$ cat config.mk
export PLATFORM = sky130hd
export DESIGN_NAME = dma_copy_engine
export DESIGN_NICKNAME = d
export VERILOG_FILES = /design/src/rtl/dma_pkg.sv /design/src/rtl/dma_copy_engine.sv
export SDC_FILE = /design/constraint.sdc
export NUM_CORES = 1
export LEC_CHECK = 0
export BUFFER_PORTS_ARGS = -buffer_cell sky130_fd_sc_hd__buf_2
export CORE_MARGIN = 4
export CORE_UTILIZATION = 54
export DETAILED_ROUTE_END_ITERATION = 10
export PLACE_DENSITY = 0.82
export SLEW_MARGIN = 0
export SYNTH_ARGS = -nofsm -noshare
export SYNTH_HDL_FRONTEND = slang
export SYNTH_SLANG_ARGS = --single-unit
$ cat constraint.sdc
create_clock -name clk -period 5.75 [get_ports clk]
set_input_delay 1.15 -clock clk [delete_from_list [all_inputs] [get_ports clk]]
set_output_delay 1.15 -clock clk [all_outputs]
set_load 0.02 [all_outputs]
$ cat src/rtl/dma_pkg.sv
// dma_pkg: shared types and constants for the word-granular copy engine.
//   dma_state_e    - copy engine state encoding
//   SIGN_MASK_WORD - data-port access mask for an unsigned full-word access
//   ADDR_W         - byte address width of the data-memory port
//   WORD_BYTES     - pointer stride per copied word
//   word_align     - clears the byte-offset bits of an address
package dma_pkg;

  localparam int ADDR_W = 32;
  localparam int WORD_BYTES = 4;
  localparam logic [3:0] SIGN_MASK_WORD = 4'b0111;

  typedef enum logic [2:0] {
    ST_IDLE,
    ST_RD_REQ,
    ST_RD_WAIT,
    ST_WR_REQ,
    ST_WR_WAIT,
    ST_DONE
  } dma_state_e;

  function automatic logic [ADDR_W-1:0] word_align(input logic [ADDR_W-1:0] a);
    return {a[ADDR_W-1:2], 2'b00};
  endfunction

endpackage

$ cat src/rtl/dma_copy_engine.sv
// dma_copy_engine: copies word_count 32-bit words from src_addr to dst_addr
// by acting as the requester on the data-memory port (one read, then one
// write, per word).
//
// state      | meaning
// -----------+-------------------------------------------------------------
// ST_IDLE    | waiting for start
// ST_RD_REQ  | read strobe high for one cycle at the source pointer
// ST_RD_WAIT | waiting for the responder to release stall; captures data
// ST_WR_REQ  | write strobe high for one cycle at the destination pointer
// ST_WR_WAIT | waiting for release; advances pointers and the word counter
// ST_DONE    | copy finished; done pulses on the following cycle
//
// Ports:
//   clk, reset                 - clock, asynchronous active-high reset
//   start, src_addr, dst_addr,
//   word_count                 - copy request (sampled only in ST_IDLE)
//   busy, done                 - status; done is a one-cycle pulse
//   mem_addr, mem_write_data,
//   mem_memread, mem_memwrite,
//   mem_sign_mask              - request side of the data-memory port
//   mem_read_data, mem_clk_stall - responder side of the data-memory port
module dma_copy_engine
  import dma_pkg::*;
#(
  parameter int CNT_W = 16
) (
  input  logic              clk,
  input  logic              reset,
  input  logic              start,
  input  logic [31:0]       src_addr,
  input  logic [31:0]       dst_addr,
  input  logic [CNT_W-1:0]  word_count,
  output logic              busy,
  output logic              done,
  output logic [31:0]       mem_addr,
  output logic [31:0]       mem_write_data,
  output logic              mem_memread,
  output logic              mem_memwrite,
  output logic [3:0]        mem_sign_mask,
  input  logic [31:0]       mem_read_data,
  input  logic              mem_clk_stall
);

  dma_state_e        state_q, state_d;
  logic [ADDR_W-1:0] src_q, src_d;
  logic [ADDR_W-1:0] dst_q, dst_d;
  logic [ADDR_W-1:0] addr_q, addr_d;
  logic [31:0]       data_q, data_d;
  logic [CNT_W-1:0]  cnt_q, cnt_d;
  logic              first_wait_q, first_wait_d;
  logic              busy_q, busy_d;
  logic              done_q, done_d;
  logic              rd_q, rd_d;
  logic              wr_q, wr_d;
  logic              released;

  always_comb begin
    state_d      = state_q;
    src_d        = src_q;
    dst_d        = dst_q;
    data_d       = data_q;
    cnt_d        = cnt_q;
    // The responder only raises stall at the edge that samples the strobe,
    // so the first wait cycle cannot be trusted to reflect its state.
    released     = !first_wait_q && !mem_clk_stall;

    case (state_q)
      ST_IDLE: begin
        if (start) begin
          if (word_count != '0) begin
            src_d   = word_align(src_addr);
            dst_d   = word_align(dst_addr);
            cnt_d   = word_count;
            state_d = ST_RD_REQ;
          end else begin
            state_d = ST_DONE;
          end
        end
      end
      ST_RD_REQ:  state_d = ST_RD_WAIT;
      ST_RD_WAIT: begin
        if (released) begin
          data_d  = mem_read_data;
          state_d = ST_WR_REQ;
        end
      end
      ST_WR_REQ:  state_d = ST_WR_WAIT;
      ST_WR_WAIT: begin
        if (released) begin
          src_d   = src_q + ADDR_W'(WORD_BYTES);
          dst_d   = dst_q + ADDR_W'(WORD_BYTES);
          cnt_d   = cnt_q - CNT_W'(1);
          state_d = (cnt_q == CNT_W'(1)) ? ST_DONE : ST_RD_REQ;
        end
      end
      ST_DONE:    state_d = ST_IDLE;
      default:    state_d = ST_IDLE;
    endcase

    // Port outputs are registered from the next state so each strobe is
    // high for exactly the cycle its request state occupies.
    rd_d   = (state_d == ST_RD_REQ);
    wr_d   = (state_d == ST_WR_REQ);
    addr_d = addr_q;
    if (rd_d) begin
      addr_d = src_d;
    end else if (wr_d) begin
      addr_d = dst_d;
    end
    busy_d       = (state_d != ST_IDLE);
    // done trails the DONE state by one cycle, after busy has dropped.
    done_d       = (state_q == ST_DONE);
    first_wait_d = (state_q == ST_RD_REQ) || (state_q == ST_WR_REQ);
  end

  always_ff @(posedge clk or posedge reset) begin
    if (reset) begin
      state_q      <= ST_IDLE;
      src_q        <= '0;
      dst_q        <= '0;
      addr_q       <= '0;
      data_q       <= '0;
      cnt_q        <= '0;
      first_wait_q <= 1'b0;
      busy_q       <= 1'b0;
      done_q       <= 1'b0;
      rd_q         <= 1'b0;
      wr_q         <= 1'b0;
    end else begin
      state_q      <= state_d;
      src_q        <= src_d;
      dst_q        <= dst_d;
      addr_q       <= addr_d;
      data_q       <= data_d;
      cnt_q        <= cnt_d;
      first_wait_q <= first_wait_d;
      busy_q       <= busy_d;
      done_q       <= done_d;
      rd_q         <= rd_d;
      wr_q         <= wr_d;
    end
  end

  assign busy           = busy_q;
  assign done           = done_q;
  assign mem_addr       = addr_q;
  assign mem_write_data = data_q;
  assign mem_memread    = rd_q;
  assign mem_memwrite   = wr_q;
  assign mem_sign_mask  = SIGN_MASK_WORD;

endmodule

==> impl_metrics.csv <==
group,metric,value,unit
finish,nFillCells,1206,
finish,drive_above_1_share,0.245,
finish,nets,1158,
placement,dp_hpwl,16400,um
die,die_w,130,um
synth,synth-main-ff-cell,"dfrtp_1",
synth,yosysTopAreaCell,"dfrtp_1",
global_routing,use_met3,0.0577,
global_routing,met1_usage,0.399,
power,irDropWorstVdd,0.000350,V
clock_network,clk_latency,0.43,ns
worst_hold_path,min-delay-start,"mem_write_data[31]",
critical_path,crit_path_start,"word_count[8]",
global_routing,antenna_found_initial,0,
synth,ys_async_sr_fraction,1.00,
sta,tightest_slew,1.17,ns
route,routed_wirelength,24100,um
critical_path,r2r-end,"mem_addr[10]",
finish,final_common_cell,"buf_2",
sta,maxSlewViolCount,0,
critical_path,start_kind,"input port",
critical_path,critPathRequiredTime,6.12,ns
sta,finalSetupViolCount,0,
clock_network,cts.sinks,152,
synth,synthDominantCellAreaShare,0.472,
critical_path,crit_arrival,3.99,ns
die,coreArea,0.0146,mm2
synth,yosysWarnings,0,
route,ant_nets,0,
run_status,status,"finished clean",
synth,synthDistinctLibCells,78,
clock_network,cts_max_path_buffers,2,
die,die_area,0.0169,mm2
sta,tns,0,ns
critical_path,critPathCaptureType,"flip-flop",
finish,insertedDiodeCount,0,
synth,syn_avg_cell_area,9.11,um2
placement,post-place-ws,1.78,ns
global_routing,overflow,0,
clock_network,cts.clk_slew.worst_paths,0.07,ns
sta,hold_viol,0,
route,drt_iter0_markers,938,
placement,portBuffers,179,
sta,relSlewSlack,0.220,
route,viasPerCell,6.29,
power,p_per_area,581,mW/mm2
synth,postSynthCellCount,884,
worst_hold_path,hold_class,"reg -> reg",
synth,synth-seq-cells,152,
clock_network,cts_hold_buffers,0,
global_routing,grt_first_pass_wirelength,37500,um
sta,rsz0062_at_grt,"false",
finish,areaGrowthSynthToFinish,18.7,%
power,p_leak,4.47,nW
synth,synth_area_leaders,"dfrtp_1, nand2_1, a221o_1",
run,cap_viol_max_count,0,
global_routing,grtUsageTotal,0.284,
clock_network,cts_tree,"yes",
critical_path,worstReg2RegStart,"state_q[2]",
synth,synth_edf_count,0,
route,vias,7769,
sta,fmax,276,MHz
clock_network,h-tree-depth,4,
sta,finalCritPeriodShare,0.629,
global_routing,grt_max_degree,113,
critical_path,crit_type,"in -> reg",
sta,setup_ws,2.13,ns
global_routing,busiest_layer,"met2",
route,drc,0,
die,initial_core_util,0.552,
route,wire_per_inst,19.5,um
placement,gp_congestion,0.903,
clock_network,root_buffer,"clkbuf_16",
clock_network,postCtsSetupRepairBufs,0,
worst_hold_path,min_path_cells,2,
global_routing,grtUsageMet2,0.435,
clock_network,cts_inserted_buffers,17,
critical_path,cp_max_fo,32,
sta,skew,0.00978,ns
synth,synth_area,0.00805,mm2
critical_path,r2r_cells,6,
die,dieHeight,130,um
worst_hold_path,hold_end,"mem_write_data[31]",
die,ios,188,
sta,fin_crit,3.62,ns
global_routing,grt_pass1_vias,7235,
route,dr.pass1.iters,6,
clock_network,cts_resized,0,
synth,seq_area_frac_synth,0.472,
die,fp-row-count,44,
finish,mostFrequentLayoutCells,"buf_2, nand2_1, dfrtp_1, nor2_1, nand3_1",
critical_path,reg2reg_slack,2.39,ns
## final cells by class
class	count	area [um2]	share of cell area
clock buffers	18	429	0.0449
clock inverters	14	185	0.0194
inverters	17	68.8	0.00720
multi-input cells	664	3890	0.407
flip-flops and latches	152	3800	0.398
well taps	184	230	0.0241
repair buffers	186	948	0.0992
## Yosys cell counts, types with 6 or more instances
master,instances
buf_4,7
dfrtp_1,152
buf_2,12
clkbuf_8,6
o2bb2ai_1,6
a21o_1,8
nor3_1,29
nand2_1,169
or2_2,7
or3_1,10
clkbuf_1,25
and3_1,15
o21ai_0,35
mux2i_1,8
nand4_1,28
a22oi_1,8
a211o_1,8
o211ai_1,25
a21oi_1,36
nor4_1,27
a211oi_1,6
a221o_1,25
and2_1,17
nor2_1,55
nand3_1,41
or4_1,6
inv_1,16
## where the power goes
| part | leakage, nW | internal [mW] | switching [mW] | total (mW) |
|---|---|---|---|---|
| combinational | 2.30 | 0.844 | 1.44 | 2.28 |
| sequential | 1.88 | 1.56 | 0.530 | 2.09 |
| clock | 0.296 | 0.695 | 0.483 | 1.18 |
## worst max path at each step
| stage | endpoint | slack, ns |
|---|---|---|
| 6_report | mem_addr[15] | 2.13 |
| 5_1_grt | mem_addr[15] | 2.02 |
| 4_1_cts | mem_addr[15] | 2.24 |
| 3_5_place_dp | mem_addr[15] | 1.78 |
| 3_3_place_gp | mem_addr[15] | 1.81 |
| 2_1_floorplan | busy | 0.51 |
## through the flow
stage	power, mW	instances	utilization	hold slack [ns]	cell area [um2]
final	5.55	1235	0.655	0.473	9560
after global routing	5.89	1235	0.655	0.489	9560
after CTS	5.54	1235	0.655	0.474	9560
after detailed placement	4.33	1203	0.613	0.457	8940
after global placement	4.25	1203	0.613	0.453	8940
after floorplan	3.62	886	-	0.451	8060
## metal layers
| metal | share of wire | up-vias |
|---|---|---|
| met5 | 0 | - |
| met4 | 0.029 | 0 |
| met3 | 0.090 | 64 |
| met2 | 0.47 | 417 |
| met1 | 0.41 | 3716 |
| li1 | - | 3572 |
## critical path, stage by stage
cell	delay (ns)
buf_2	0.11
nor4_1	0.68
a41oi_2	0.51
nand2_2	0.72
buf_4	0.33
nor2_1	0.08
a211oi_1	0.24
a21o_1	0.16
## kinds of logic after synthesis
logic type | Yosys count | share of synthesized area
compound gates | 201 | 0.182
xor+xnor | 7 | 0.00761
fa+ha+maj | 4 | 0.00621
buf+inv | 70 | 0.0465
flops | 152 | 0.472
mux | 9 | 0.0113
other cells | 2 | 0.000932
simple gates | 439 | 0.273
## flip-flops by register name, summed over array words and instances, names as in the netlist
signal	flops
dst_q	32
mem_addr	32
mem_write_data	32
src_q	32
cnt_q	16
state_q	3
busy	1
done	1
first_wait_q	1
mem_memread	1
mem_memwrite	1
Power figures use the tool's default switching activity.
